==> config.mk <==
export PLATFORM = sky130hd
export DESIGN_NAME = mod_counter
export DESIGN_NICKNAME = d
export VERILOG_FILES = /design/src/rtl/mod_counter.sv
export SDC_FILE = /design/constraint.sdc
export NUM_CORES = 1
export LEC_CHECK = 0
export BUFFER_PORTS_ARGS = -buffer_cell sky130_fd_sc_hd__clkbuf_2
export CELL_PAD_IN_SITES_DETAIL_PLACEMENT = 1
export CELL_PAD_IN_SITES_GLOBAL_PLACEMENT = 1
export CORE_UTILIZATION = 45
export CTS_CLUSTER_SIZE = 40
export DETAILED_ROUTE_END_ITERATION = 10
export GPL_ROUTABILITY_DRIVEN = 0
export PLACE_DENSITY = 0.87
export RECOVER_POWER = 100
export SYNTH_ARGS = -nofsm -noshare
export SYNTH_HDL_FRONTEND = slang
export SYNTH_SLANG_ARGS = --single-unit
==> constraint.sdc <==
create_clock -name clk -period 6.2 [get_ports clk]
set_input_delay 1.55 -clock clk [delete_from_list [all_inputs] [get_ports clk]]
set_output_delay 1.55 -clock clk [all_outputs]
set_load 0.03 [all_outputs]
==> src/rtl/mod_counter.sv <==
// Up/down modulo counter over 0..max_val with a per-cycle step size.
// An out-of-range result either wraps or clamps, and raises a terminal-count pulse and a sticky flag.
module mod_counter #(
  parameter int WIDTH    = 8,
  parameter int SATURATE = 0
) (
  input  logic             clk,
  input  logic             rst,
  input  logic             en,
  input  logic             ld,
  input  logic             dir,
  input  logic [WIDTH-1:0] ld_val,
  input  logic [WIDTH-1:0] max_val,
  input  logic [WIDTH-1:0] step,
  input  logic             clr_ovf,
  output logic [WIDTH-1:0] count,
  output logic             tc,
  output logic             ovf_sticky
);

  localparam logic CLAMP = (SATURATE != 0);

  logic [WIDTH:0]   sum;
  logic [WIDTH-1:0] nxt_count;
  logic             range_evt;

  always_comb begin
    // NOTE: every always_comb output gets a default first, so no path can infer a latch.
    nxt_count = count;
    range_evt = 1'b0;
    sum       = {1'b0, count} + {1'b0, step};

    if (ld) begin
      nxt_count = (ld_val > max_val) ? max_val : ld_val;
    end else if (en && (step != '0)) begin
      if (count > max_val) begin
        // max_val was lowered below the current count.
        range_evt = 1'b1;
      end else if (dir) begin
        if (sum <= {1'b0, max_val}) nxt_count = sum[WIDTH-1:0];
        else                        range_evt = 1'b1;
      end else begin
        if (count >= step) nxt_count = count - step;
        else               range_evt = 1'b1;
      end

      // Up+clamp and down+wrap land on max_val; the other two cases land on 0.
      if (range_evt) nxt_count = (dir == CLAMP) ? max_val : '0;
    end
  end

  always_ff @(posedge clk or negedge rst) begin
    // NOTE: sequential state uses non-blocking assignments so every register sees pre-edge values.
    if (!rst) begin
      count      <= '0;
      tc         <= 1'b0;
      ovf_sticky <= 1'b0;
    end else begin
      count <= nxt_count;
      tc    <= range_evt;
      if (range_evt)    ovf_sticky <= 1'b1;
      else if (clr_ovf) ovf_sticky <= 1'b0;
    end
  end

endmodule

* Word level (Yosys, flattened, before mapping)
Index checks and enable logic that the tools add are counted.
Word-level totals: register bits 10, input port bits 30, logic and storage cells 36
Operators by class: add/sub/neg operators 2, magnitude comparators 4, equality and inequality tests 2, mux-type cells 19, reductions and logical operators 6
Operator list (count):
- $mux W8 | 9
- $gt A8 B8 Y1 | 2
- $mux W1 | 10
- $add A8 B8 Y9 | 1
- $le A9 B8 Y1 | 1
- $ge A8 B8 Y1 | 1
- $reduce_bool A8 Y1 | 1
- $sub A8 B8 Y8 | 1
- $ne A4 B2 Y1 const B | 1
- $reduce_and A4 Y1 | 1
- $reduce_bool A2 Y1 | 2
- $reduce_bool A4 Y1 | 1
- $ne A3 B2 Y1 const B | 1
- $logic_and A1 B1 Y1 | 1

* Logic depth before layout (Yosys ltp)
word-level depth 10, mapped depth 16

* Worst setup path after synthesis
OpenSTA, ideal clock, no wires.
kind input to register, from input port step[0], to register count[7], data arrival time 4862 ps, data required time 6106 ps, slack 1245 ps, cell stages on the path 15, cell sequence ha_1 > fa_1 > nor2b_1 > o31ai_2 > o21bai_1 > a21oi_1 > xor2_1 > ha_1 > nand3_1 > or4_1 > a21oi_1 > a21oi_1 > nor4_4 > o211ai_1 > a221oi_2
On the way: longest elaborated chain between the ends 10
RTL lines:
- start: declaration | line 14 | input logic [WIDTH-1:0] step,
- $add A8 B8 Y9 | line 31 | sum = {1'b0, count} + {1'b0, step};
- $le A9 B8 Y1 | line 40 | if (sum <= {1'b0, max_val}) nxt_count = sum[WIDTH-1:0];
- $mux W1 | line 40
- $mux W1 | line 39 | end else if (dir) begin
- $mux W1 | line 36 | if (count > max_val) begin
- $mux W1 | line 35 | end else if (en && (step != '0)) begin
- $mux W1 | line 33 | if (ld) begin
- $mux W8 | line 48 | if (range_evt) nxt_count = (dir == CLAMP) ? max_val : '0;
- $mux W8 | line 35
- $mux W8 | line 33
- end signal: assignment | line 59 | count <= nxt_count;
- end: declaration | line 16 | output logic [WIDTH-1:0] count,
Parallel ways exist; a longest one is shown, timed or not. The select of a mux whose other input is x is not followed. A chain may end at the register's enable or synchronous reset.

* Worst setup path after layout
from input port step[4], to register count[0]
The elaborated chain is that of the path after synthesis.

==> results.txt <==
----------------------------------------------------
[Cells and area]
  Post-Layout Inst Area ... 2210 sq um
  Most common cell after layout, fill and taps aside ... sky130_fd_sc_hd__ha_1
  Count of antenna diodes in the layout ... 0
  Layout-stage area growth over the synthesis result ... 12.1%
  NumNets Final ... 346
  Commonest cells after routing, fill and taps aside ... 40 x sky130_fd_sc_hd__ha_1, 32 x sky130_fd_sc_hd__inv_1, 27 x sky130_fd_sc_hd__clkbuf_2
  Layout filler cell count ... about 540
  Share of post-route cells with drive strength above 1 ... roughly 15%

[Yosys]
  Share of synthesized area occupied by flip-flops and latches ... 12.7%
  Proportion of netlist area held by the largest area contributor ... 25.3%
  Post-synth EDFFs ... 0
  Cell Area, Synth ... 1980 sq um
  Flip-flop and latch count after synthesis ... 10
  Number of library cell types mapped by synthesis ... 50
  Syn Area/Cell ... 8.34 sq um
  Most area-consuming cells after synthesis ... sky130_fd_sc_hd__ha_1 25%, sky130_fd_sc_hd__dfrtp_1 13%, sky130_fd_sc_hd__a221oi_1 7.5%
  Post-synth top flop ... sky130_fd_sc_hd__dfrtp_1
  Top cell type by total area after synthesis ... sky130_fd_sc_hd__ha_1
  Number of nets produced by synthesis ... 309
  Gate Count Post-Synth ... between 200 and 250
  Warnings, synthesis ... 0
  Async set-reset flop share out of synthesis ... 100%

[Timing]
  Worst slew margin relative to its limit ... 45.3%
  Post-Route Hold Slack ... 0.549 ns
  Min cycle time layout ... 5.48 ns
  Highest Clock Rate ... 182 MHz
  Setup repair after global routing missed its margin ... no
  Final-layout setup total negative slack ... 0 ns
  Smallest setup slack after layout ... 0.716 ns
  Number of failing hold endpoints at the final stage ... 0
  Count of pins over their slew limit ... 0
  Tcrit/Tclk final ... between 80% and 90%
  Post-route clock skew ... 0.00212 ns
  Count of endpoints failing setup in the final report ... 0
  Slew of the pin with the lowest slew margin ... 0.821 ns

[Worst setup path]
  Critical Path Fanout Max ... 10
  Kind of end point of the critical path ... flip-flop
  Start of the worst register-to-register path ... count[4]
  Startpoint-to-endpoint class of the critical path ... in -> reg
  Arrival @ worst endpoint ... 5.61 ns
  Launching element of the worst setup path ... step[4]
  Nature of the critical path startpoint ... input port
  Critical path data required time ... 6.33 ns

[Min path]
  Worst hold path type ... reg -> reg
  Origin of the worst min-delay path ... ovf_sticky

[Placed design]
  Number of buffers inserted by port buffering ... 39
  Post-DP HPWL ... 4850 microns
  Worst slack at placement ... 0.595 ns
  Cell area after placement ... between 2000 and 2500 sq um

[Clocking]
  TritonCTS clock tree ... done
  Clock sink count ... 10
  CTS-repair resized insts ... 0
  Number of H-tree branching levels ... 1
  # hold bufs at CTS ... 0
  Number of buffers between clock root and the deepest sink ... 2
  Root buffer cell ... sky130_fd_sc_hd__clkbuf_8
  CTS buffer count ... 3
  Worst-skew pair later-pin latency ... about 0.24 ns
  Setup bufs post-CTS ... 0
  Clock-pin slew reported for the worst setup and hold paths after clock tree synthesis ... 0.05 ns

[Routing]
  Drt drc ... 0
  Aggregate routed wire length ... a little over 6000 microns
  Mean number of vias per cell ... slightly above 6
  Routed WL per cell ... 18.7 microns
  Total number of vias ... between 1500 and 2000
  Iteration-0 DRC Markers ... around 150
  Antenna Nets Post-Route ... 0
  Number of iterations in the first detailed-routing pass ... 4

[Floorplan]
  Row count ... 23
  Die Area ... 4660 sq um
  Initial cell density of the core ... just under 50%
  Floorplan die width ... 68.3 microns
  Placeable core region ... about 4000 sq um
  Die Height ... 68.3 microns
  I/O pin count ... 40

[Global routing]
  Total grt overflow ... 0
  All-Layer GR Usage ... 27.5%
  Number of antenna violations at the first check in global routing ... 0
  Wire length of the first global-routing pass ... about 9400 microns
  Via count of the first global-routing pass ... 1968
  Largest net degree at the start of global routing ... 19

[Power]
  Max IR drop VDD ... between 0.1 and 0.15 mV
  Cell leakage power ... 1.11 nW
  Areal power density over the cells ... 257 nW/um^2

[Status]
  Status ... completed

[Job]
  Max_cap viols ... 0

----------------------------------------------------
[registers in the layout, indices dropped and copies added, names as in the netlist]
signal / count
count: 8
ovf_sticky: 1
tc: 1
[Yosys cell counts (2+ instances only)]
| library cell | count |
|---|---|
| sky130_fd_sc_hd__nand2b_1 | 2 |
| sky130_fd_sc_hd__mux2i_1 | 9 |
| sky130_fd_sc_hd__dfrtp_1 | 10 |
| sky130_fd_sc_hd__nand4_1 | 2 |
| sky130_fd_sc_hd__nor2b_1 | 6 |
| sky130_fd_sc_hd__and3_1 | 2 |
| sky130_fd_sc_hd__nand3_1 | 10 |
| sky130_fd_sc_hd__buf_2 | 2 |
| sky130_fd_sc_hd__o211ai_1 | 4 |
| sky130_fd_sc_hd__o21ai_0 | 10 |
| sky130_fd_sc_hd__inv_1 | 32 |
| sky130_fd_sc_hd__o22ai_1 | 2 |
| sky130_fd_sc_hd__a21oi_1 | 16 |
| sky130_fd_sc_hd__nand2_1 | 8 |
| sky130_fd_sc_hd__clkbuf_1 | 2 |
| sky130_fd_sc_hd__ha_1 | 40 |
| sky130_fd_sc_hd__nor4_1 | 2 |
| sky130_fd_sc_hd__a221oi_1 | 17 |
| sky130_fd_sc_hd__o21bai_1 | 3 |
| sky130_fd_sc_hd__nor2_1 | 11 |
| sky130_fd_sc_hd__nor3_1 | 5 |
| sky130_fd_sc_hd__fa_1 | 2 |
| sky130_fd_sc_hd__xnor2_1 | 7 |
| sky130_fd_sc_hd__xor2_1 | 4 |
| sky130_fd_sc_hd__a21o_1 | 4 |
[worst max-delay path, cell delays in order]
cell and delay, ns:
sky130_fd_sc_hd__clkbuf_1 0.13, sky130_fd_sc_hd__inv_1 0.06, sky130_fd_sc_hd__ha_1 0.45, sky130_fd_sc_hd__inv_1 0.14
sky130_fd_sc_hd__a221oi_1 0.36, sky130_fd_sc_hd__nand2_1 0.15, sky130_fd_sc_hd__o31ai_1 0.30, sky130_fd_sc_hd__xor2_1 0.15
sky130_fd_sc_hd__ha_1 0.36, sky130_fd_sc_hd__nand3_1 0.12, sky130_fd_sc_hd__or4_1 0.48, sky130_fd_sc_hd__a21oi_1 0.16
sky130_fd_sc_hd__a21oi_1 0.08, sky130_fd_sc_hd__nor4_4 0.63, sky130_fd_sc_hd__a221oi_1 0.20, sky130_fd_sc_hd__a221oi_1 0.29
[layer usage]
layer / wire, microns / share of wire (%) / GRT usage, % / up-vias
li1: - / - / - / 952
met1: 2740 / 45 / 34.4 / 942
met2: 2990 / 50 / 49.0 / 47
met3: 192 / 3.2 / 4.17 / 8
met4: 107 / 1.8 / 5.99 / 0
met5: 0 / 0 / 0 / -
[report_power, final]
part           switching [mW]  total [mW]  internal, mW
Combinational           0.234       0.386         0.152
Clock                  0.0296      0.0858        0.0562
Sequential             0.0192      0.0967        0.0775
[kinds of logic after synthesis]
kind of cell / count (synthesis) / share of synthesized area [%]
xor gates and xnor gates: 11 / 4.88
DFF: 10 / 12.7
muxes: 9 / 4.56
buffers and inverters: 39 / 8.74
AOI/OAI and AO/OA: 69 / 25.6
adders and majority gates: 42 / 27.4
and+or+nand+nor: 57 / 16.2
[path summary, 6_finish.rpt]
kind | slack [ns] | end | cells after the start
max in group asynchronous | 4.45 | count[2] | 1
setup reg to reg | 1.72 | count[0] | 14
setup / recovery | 0.72 | count[0] | 16
hold reg to reg | 0.55 | ovf_sticky | 2
hold / removal | 0.55 | ovf_sticky | 2
min in group asynchronous | 1.32 | count[7] | 1
[area by class of cell]
type                       count  area [sq um]  share of cell area (%)
inverter                      32           120                    5.42
clock buffer                   4          55.1                    2.49
tap                           50          62.6                    2.82
sequential                    10           250                    11.3
timing repair buffer          39           180                    8.14
multi-input combinational    188          1550                    69.8
[metrics by stage]
stage	util, %	power, mW	std cells
5_1_grt	53.8	0.611	323
3_3_place_gp	53.0	0.463	319
4_1_cts	54.3	0.572	323
2_1_floorplan	-	0.376	237
3_5_place_dp	53.0	0.481	319
6_report	53.8	0.569	323
No activity file was read; power rests on OpenSTA's default activity.
